===== config.mk =====
export PLATFORM = sky130hd
export DESIGN_NAME = regfile_be_scrub
export DESIGN_NICKNAME = d
export VERILOG_FILES = /design/src/rtl/regfile_be_scrub.sv
export SDC_FILE = /design/constraint.sdc
export NUM_CORES = 1
export LEC_CHECK = 0
export BUFFER_PORTS_ARGS = -buffer_cell sky130_fd_sc_hd__buf_4
export CAP_MARGIN = 20
export CORE_UTILIZATION = 35
export DETAILED_ROUTE_END_ITERATION = 10
export GPL_TIMING_DRIVEN = 1
export PLACE_DENSITY_LB_ADDON = 0.25
export SLEW_MARGIN = 40
export SYNTH_ARGS = -nofsm -noshare
export SYNTH_HDL_FRONTEND = slang
export SYNTH_SLANG_ARGS = --single-unit

===== constraint.sdc =====
create_clock -name clk -period 2.6 [get_ports clk]
set_input_delay 0.13 -clock clk [delete_from_list [all_inputs] [get_ports clk]]
set_output_delay 0.13 -clock clk [all_outputs]
set_load 0.01 [all_outputs]

===== src/rtl/regfile_be_scrub.sv =====
// Two-read/one-write register file with byte-lane writes, optional zero register,
// optional write-to-read bypass and a scrub engine that fills storage with RESET_VAL.
module regfile_be_scrub #(
  parameter int unsigned       DATA_W    = 32,
  parameter int unsigned       ADDR_W    = 5,
  parameter int unsigned       DEPTH     = 32,
  parameter bit                ZERO_REG  = 1'b1,
  parameter bit                BYPASS    = 1'b1,
  parameter logic [DATA_W-1:0] RESET_VAL = '0
) (
  input  logic                clk,
  input  logic                rst_n,
  input  logic                clear_req,
  output logic                ready,
  input  logic [ADDR_W-1:0]   rd_addr1,
  input  logic [ADDR_W-1:0]   rd_addr2,
  output logic [DATA_W-1:0]   rd_data1,
  output logic [DATA_W-1:0]   rd_data2,
  input  logic                wr_en,
  input  logic [ADDR_W-1:0]   wr_addr,
  input  logic [DATA_W-1:0]   wr_data,
  input  logic [DATA_W/8-1:0] wr_be
);

  localparam int unsigned LANES = DATA_W / 8;
  localparam int unsigned IDX_W = (DEPTH > 1) ? $clog2(DEPTH) : 1;

  typedef enum logic {CLEAR, IDLE} state_t;

  state_t            state;
  logic [ADDR_W-1:0] idx;
  logic [DATA_W-1:0] mem [DEPTH];
  logic              wr_take;

  function automatic logic in_range(input logic [ADDR_W-1:0] a);
    return ({1'b0, a} < (ADDR_W + 1)'(DEPTH));
  endfunction

  assign wr_take = (state == IDLE) && !clear_req && wr_en && in_range(wr_addr)
                   && !(ZERO_REG && (wr_addr == '0));

  always_ff @(posedge clk or negedge rst_n) begin
    if (!rst_n) begin
      state <= CLEAR;
      idx   <= '0;
      ready <= 1'b0;
    end else begin
      case (state)
        CLEAR: begin
          if (idx == ADDR_W'(DEPTH - 1)) begin
            state <= IDLE;
            ready <= 1'b1;
            idx   <= '0;
          end else begin
            idx <= idx + ADDR_W'(1);
          end
        end
        IDLE: begin
          if (clear_req) begin
            state <= CLEAR;
            ready <= 1'b0;
            idx   <= '0;
          end
        end
        default: begin
          state <= CLEAR;
          ready <= 1'b0;
          idx   <= '0;
        end
      endcase
    end
  end

  // Storage has no reset; gating on rst_n drops any write on an edge taken while reset is held.
  always_ff @(posedge clk) begin
    if (rst_n) begin
      if (state == CLEAR) begin
        mem[idx[IDX_W-1:0]] <= RESET_VAL;
      end else if (wr_take) begin
        for (int unsigned k = 0; k < LANES; k++) begin
          if (wr_be[k]) mem[wr_addr[IDX_W-1:0]][8*k +: 8] <= wr_data[8*k +: 8];
        end
      end
    end
  end

  function automatic logic [DATA_W-1:0] read_port(input logic [ADDR_W-1:0] a);
    logic [DATA_W-1:0] v;
    v = '0;
    if (!(ZERO_REG && (a == '0))) begin
      if (state == CLEAR) begin
        v = RESET_VAL;
      end else if (in_range(a)) begin
        v = mem[a[IDX_W-1:0]];
        if (BYPASS && wr_take && (wr_addr == a)) begin
          for (int unsigned k = 0; k < LANES; k++) begin
            if (wr_be[k]) v[8*k +: 8] = wr_data[8*k +: 8];
          end
        end
      end
    end
    return v;
  endfunction

  always_comb begin
    rd_data1 = read_port(rd_addr1);
    rd_data2 = read_port(rd_addr2);
  end

endmodule


==> results.json, run 1 <==
{
  "dr.pass1.iters": 5,
  "clkTransAtPathRegs_ns": 0.07,
  "grt_pass1_vias": 31200,
  "reg2reg_depth": 12,
  "fp.dieArea_um2": 144000,
  "rsz0062_at_grt": "true",
  "drt_iter0_markers": 3613,
  "syn_area_um2": 49800,
  "synth_nets": 2794,
  "antenna_found_initial": 6,
  "remaining_drc_errors": 0,
  "post-route-util_pct": 44.7,
  "finalCritPeriodShare_pct": 112,
  "leakagePower_nw": 21.5,
  "combPwrFrac_pct": 19.4,
  "synthFlopType": "edfxtp_1",
  "start_kind": "register",
  "cts_sinks": 1031,
  "tritoncts": "yes",
  "min_period_ns": 2.91,
  "tns_ns": -41.00,
  "ir_worst_vdd_v": 0.000535,
  "io_pins": 120,
  "slew_violations": 0,
  "hp-start": "wr_data[3]",
  "avgViaCountPerCell": 5.92,
  "gp_congestion": 0.851,
  "portBuffers": 119,
  "final_cell_mix": "1024 x edfxtp_1, 450 x mux4_2, 253 x buf_4",
  "cts_buffers": 107,
  "routed_wl_um": 160000,
  "r2r_slack_ns": -0.11,
  "max_freq_mhz": 344,
  "slew-limit-headroom_pct": 49.9,
  "p_sw_share_pct": 27.2,
  "p_clk_share_pct": 35.3,
  "setup_viol_count_final": 862,
  "wire_per_inst_um": 31.2,
  "tightest_slew_ns": 0.752,
  "ys_seq_area_share_pct": 62.1,
  "powerDensity_nw_per_um2": 681,
  "fp.coreArea_um2": 141000,
  "p_total_w": 0.0431,
  "clkLatencyLatePin_ns": 0.71,
  "die_height_um": 379,
  "ant_nets": 0,
  "seqPwrFrac_pct": 45.4,
  "root_buffer": "clkbuf_16",
  "dp_hpwl_um": 105000,
  "die_w_um": 379,
  "hold_viol": 0,
  "status": "finished with violations",
  "hold_end": "mem[20][3]",
  "netlist_instances": 2737,
  "synth_async_sr_flop_share_pct": 0.679,
  "overflow": 0,
  "worstPathArrival_ns": 2.78,
  "layout-area-overhead-vs-synth_pct": 26.9,
  "synth_area_per_cell_um2": 18.2,
  "rr_startpoint": "state",
  "path_max_fanout": 2,
  "rows": 138,
  "finalClockSkew_ns": 0.0220,
  "crit_required_ns": 2.47,
  "violations": "setup timing",
  "min_path_cells": 3,
  "regArea_um2": 30900,
  "ys_types": 42,
  "intPower_w": 0.0313,
  "grt_max_degree": 70,
  "worstSetupPathType": "register to output port",
  "cts_buffer_depth": 3,
  "worst_slack_ns": -0.306,
  "mostFrequentLayoutCell": "edfxtp_1",
  "p_sw_w": 0.0117,
  "cp-end-kind": "output port",
  "vias": 30500,
  "multi_input_area_um2": 20300,
  "hold_slack_ns": 0.110,
  "nNetsFinal": 3223,
  "synth_edf_count": 1024,
  "hold_path.class": "input pin to register",
  "grt_pass1_wl_um": 229000,
  "yosys_warnings": 0,
  "cts_max_level": 3,
  "n_fill_cell": 12100,
  "drive_gt1_share_pct": 46.0,
  "reg2reg_to": "mem[10][19]",
  "groute.usage.overall_pct": 22.2,
  "synth-seq-cells": 1031,
  "drv_cap": 0,
  "initial_core_util_pct": 35.2
}
worst max-delay path by stage:
stage	slack, ns	from	depth (start not counted)	to
after floorplan	0.05	state	6	mem[25][0]
after global placement	-0.48	state	7	mem[4][22]
after detailed placement	-0.31	state	6	mem[14][17]
after CTS	-0.35	mem[31][0]	5	rd_data1[0]
after global routing	-0.38	mem[6][0]	7	rd_data1[0]
final	-0.31	mem[31][5]	5	rd_data1[5]
power groups by stage:
stage	Sequential, W	Combinational (W)	Clock [W]
finish	0.0195	0.00834	0.0152
global route	0.0196	0.00865	0.0160
floorplan	0.0195	0.00323	0
detailed placement	0.0197	0.00609	0
CTS	0.0195	0.00700	0.0154
global placement	0.0196	0.00602	0
final cells by class:
type,instances,area share (%)
Antenna cell,1,0.00396
Clock buffer,128,4.50
Clock inverter,66,0.877
Inverter,5,0.0376
Multi-Input combinational cell,1489,32.1
Sequential cell,1031,48.9
Tap cell,1890,3.74
Timing Repair Buffer,532,9.81
routing by layer:
metal	up-vias	wire length (um)	global-route usage, %	part of all wire, %
li1	12500	-	-	-
met3	262	15800	6.29	9.8
met5	-	184	0	0.11
met4	10	3960	5.54	2.5
met2	1477	74300	34.4	46
met1	16200	66000	30.8	41
cell usage after synthesis, types with 19 or more instances:
cell type | instances | area [um^2]
edfxtp_1 | 1024 | 30700
mux4_2 | 450 | 10100
mux2i_1 | 289 | 2890
nor2_1 | 185 | 694
a221oi_1 | 93 | 815
clkbuf_1 | 93 | 349
nand2_1 | 78 | 293
buf_2 | 74 | 370
and2_1 | 65 | 407
o21bai_1 | 62 | 465
a22oi_1 | 55 | 413
a21bo_1 | 31 | 310
a31oi_1 | 31 | 194
buf_4 | 26 | 195
mux2_2 | 24 | 270
a31o_1 | 23 | 201
a21oi_1 | 19 | 95.1
a22o_1 | 19 | 166
cells by family (layout without fill, tap and decap cells):
group,count (synthesis),after routing,synth area share (%)
AOI/OAI and AO/OA,354,354,5.68
adders and majority gates,2,2,0.0502
muxes,763,763,26.7
buffers and inverters,217,731,2.11
DFF,1031,1031,62.1
xor gates and xnor gates,12,12,0.211
other,0,1,0
and+or+nand+nor,358,358,3.18
stage by stage:
stage,std cells,worst slack [ns],cell area (um^2)
3_3_place_gp,4875,-0.480,55600
5_1_grt,5141,-0.376,63200
4_1_cts,5116,-0.348,61100
3_5_place_dp,4875,-0.311,55600
6_report,5142,-0.306,63200
2_1_floorplan,2737,0.0463,49800
registers in the layout, indices dropped and copies added (netlist names):
signal,cells
mem,1024
ready,1
state,1
idx,5
critical path: stages (launching register included):
cell	delay (ns)
edfxtp_1	0.39
mux4_2	0.52
mux4_2	0.51
a22o_4	0.26
mux2_4	0.27
buf_6	0.12
timing repair:
action | in CTS | in global routing
hold endpoints to repair | 9 | 0
gates resized for setup | 338 | 484
pin swaps | 62 | 62
hold buffers | 3 | 0
endpoints found under the setup margin | 1067 | 935
gates cloned | 9 | 0
buffers inserted | 37 | 26
Note: power is estimated with default switching activity, not from simulation.
==> inputs of run 2 (changes only) <==
--- a/constraint.sdc
+++ b/constraint.sdc
@@ -3,2 +3,2 @@
 set_output_delay 0.13 -clock clk [all_outputs]
-set_load 0.01 [all_outputs]
+set_load 0.1 [all_outputs]
==> run 2 against run 1 <==
  * Hold slack worse by 0.068 ns
  * Global-route usage about the same
  * The run still ends with setup timing left
  * Sequential share of layout area down 0.32 points
  * Combinational power up 5.0%
  * First-iteration DRC count up 0.69%
  * Die area unchanged
  * Clock skew down 0.0047 ns
  * Setup slack worse by 0.11 ns
  * Total power up 1.0%
==> results.json, run 2 (same netlist as run 1, synthesis figures left out) <==
{
  "fp.dieArea_um2": 144000,
  "slew_violations": 0,
  "dr.pass1.iters": 5,
  "cts_max_level": 3,
  "rsz0062_at_grt": "true",
  "clkTransAtPathRegs_ns": 0.06,
  "layout-area-overhead-vs-synth_pct": 27.7,
  "leakagePower_nw": 22.0,
  "nNetsFinal": 3285,
  "drive_gt1_share_pct": 44.5,
  "setup_viol_count_final": 468,
  "path_max_fanout": 2,
  "mostFrequentLayoutCell": "edfxtp_1",
  "violations": "setup timing",
  "cts_sinks": 1031,
  "crit_required_ns": 2.47,
  "crit_slowest_cell": "mux4_2",
  "grt_max_degree": 58,
  "hold_slack_ns": 0.0420,
  "wl_met1_um": 67200,
  "root_buffer": "clkbuf_16",
  "dp_hpwl_um": 106000,
  "status": "finished with violations",
  "slew-limit-headroom_pct": 46.3,
  "cp-end-kind": "output port",
  "wl_met3_um": 15100,
  "overflow": 0,
  "gp_congestion": 0.877,
  "ir_worst_vdd_v": 0.000525,
  "worstSetupPathType": "register to output port",
  "p_total_w": 0.0435,
  "largest_reg_flops": 1024,
  "initial_core_util_pct": 35.2,
  "grt_pass1_wl_um": 229000,
  "grt_pass1_vias": 31500,
  "antenna_found_initial": 4,
  "finalNonFillerCells": 5211,
  "avgViaCountPerCell": 5.86,
  "tritoncts": "yes",
  "cts_buffer_depth": 3,
  "worstPathArrival_ns": 2.89,
  "hold_path.class": "input pin to register",
  "crit_top_cell": "mux2i_1",
  "remaining_drc_errors": 0,
  "max_stage_delay_ns": 0.47,
  "drv_cap": 0,
  "place_inst": 4930,
  "clkLatencyLatePin_ns": 0.72,
  "routed_wl_um": 161000,
  "die_height_um": 379,
  "vias": 30500,
  "groute.usage.overall_pct": 22.2,
  "multi_input_area_um2": 19800,
  "portBuffers": 119,
  "worst_slack_ns": -0.420,
  "path_delay_family": "multiplexers",
  "r2r_slack_ns": -0.08,
  "start_kind": "register",
  "regArea_um2": 30900,
  "dr_wl_met2_um": 75100,
  "reg2reg_depth": 13,
  "tns_ns": -25.26,
  "finalClockSkew_ns": 0.0172,
  "final_cell_mix": "1024 x edfxtp_1, 450 x mux4_2, 297 x buf_4",
  "io_pins": 120,
  "min_period_ns": 3.02,
  "cts_buffers": 109,
  "wire_per_inst_um": 30.8,
  "n_fill_cell": 12100,
  "crit_buf_inv": 1,
  "min_path_cells": 3,
  "reg2reg_to": "mem[2][17]",
  "hold_end": "mem[18][26]",
  "rows": 138,
  "max_freq_mhz": 331,
  "drt_iter0_markers": 3638,
  "die_w_um": 379,
  "tightest_slew_ns": 0.799,
  "hp-start": "wr_data[26]",
  "ant_nets": 0,
  "powerDensity_nw_per_um2": 684,
  "finalCritPeriodShare_pct": 116,
  "top_layer_used": "met5",
  "rr_startpoint": "state",
  "hold_viol": 0,
  "fp.coreArea_um2": 141000,
  "cp_cell_sequence": "mux4_2, mux2i_1, mux2i_1, a22o_4, mux2_4, buf_12"
}
run 2: layout make-up:
type / count / area share (%)
Multi-Input combinational cell: 1489 / 31.2
Sequential cell: 1031 / 48.6
Clock inverter: 63 / 0.873
Inverter: 5 / 0.0374
Clock buffer: 139 / 4.53
Antenna cell: 2 / 0.00787
Timing Repair Buffer: 592 / 11.1
Tap cell: 1890 / 3.72
run 2: through the flow:
| step | util (%) | instance area [um^2] | worst slack (ns) |
|---|---|---|---|
| after floorplan | - | 50100 | -0.633 |
| after global placement | 39.9 | 56400 | -0.341 |
| after detailed placement | 39.9 | 56400 | -0.312 |
| after CTS | 44.1 | 62400 | -0.477 |
| after global routing | 45.0 | 63600 | -0.479 |
| final | 45.0 | 63600 | -0.420 |
run 2: tightest hold or removal path, cell delays in order:
cell	delay [ns]
buf_4	0.11
and2_1	0.18
buf_12	0.19
run 2: worst max-delay path by stage:
stage | startpoint | endpoint | slack [ns] | cells after the start
2_1_floorplan | rd_addr2[0] | rd_data2[11] | -0.63 | 8
3_3_place_gp | wr_be[3] | mem[4][5] | -0.34 | 9
3_5_place_dp | wr_be[3] | mem[23][11] | -0.31 | 11
4_1_cts | mem[31][2] | rd_data1[2] | -0.48 | 5
5_1_grt | mem[31][2] | rd_data1[2] | -0.48 | 5
6_report | mem[7][2] | rd_data1[2] | -0.42 | 6
run 2: where the power goes:
part	total [W]	switching [W]	internal (W)	leakage, nW
registers	0.0195	0.000391	0.0191	9.96
clock network	0.0153	0.00657	0.00870	1.67
logic	0.00876	0.00513	0.00364	10.4
total	0.0435	0.0121	0.0314	22.0
run 2: per-layer routing:
metal	global-route usage (%)	vias up
li1	-	12600
met1	31.3	16200
met2	35.1	1515
met3	5.17	217
met4	4.63	6
met5	0	-
run 2: repair_timing:
action                                  in CTS  in global routing
cloned                                       5                  3
endpoints found under the hold margin      344                  0
pin swaps                                   70                 40
gates resized for setup                    432                285
endpoints found under the setup margin     940                778
setup buffers                               40                 26
hold buffers                                15                  0
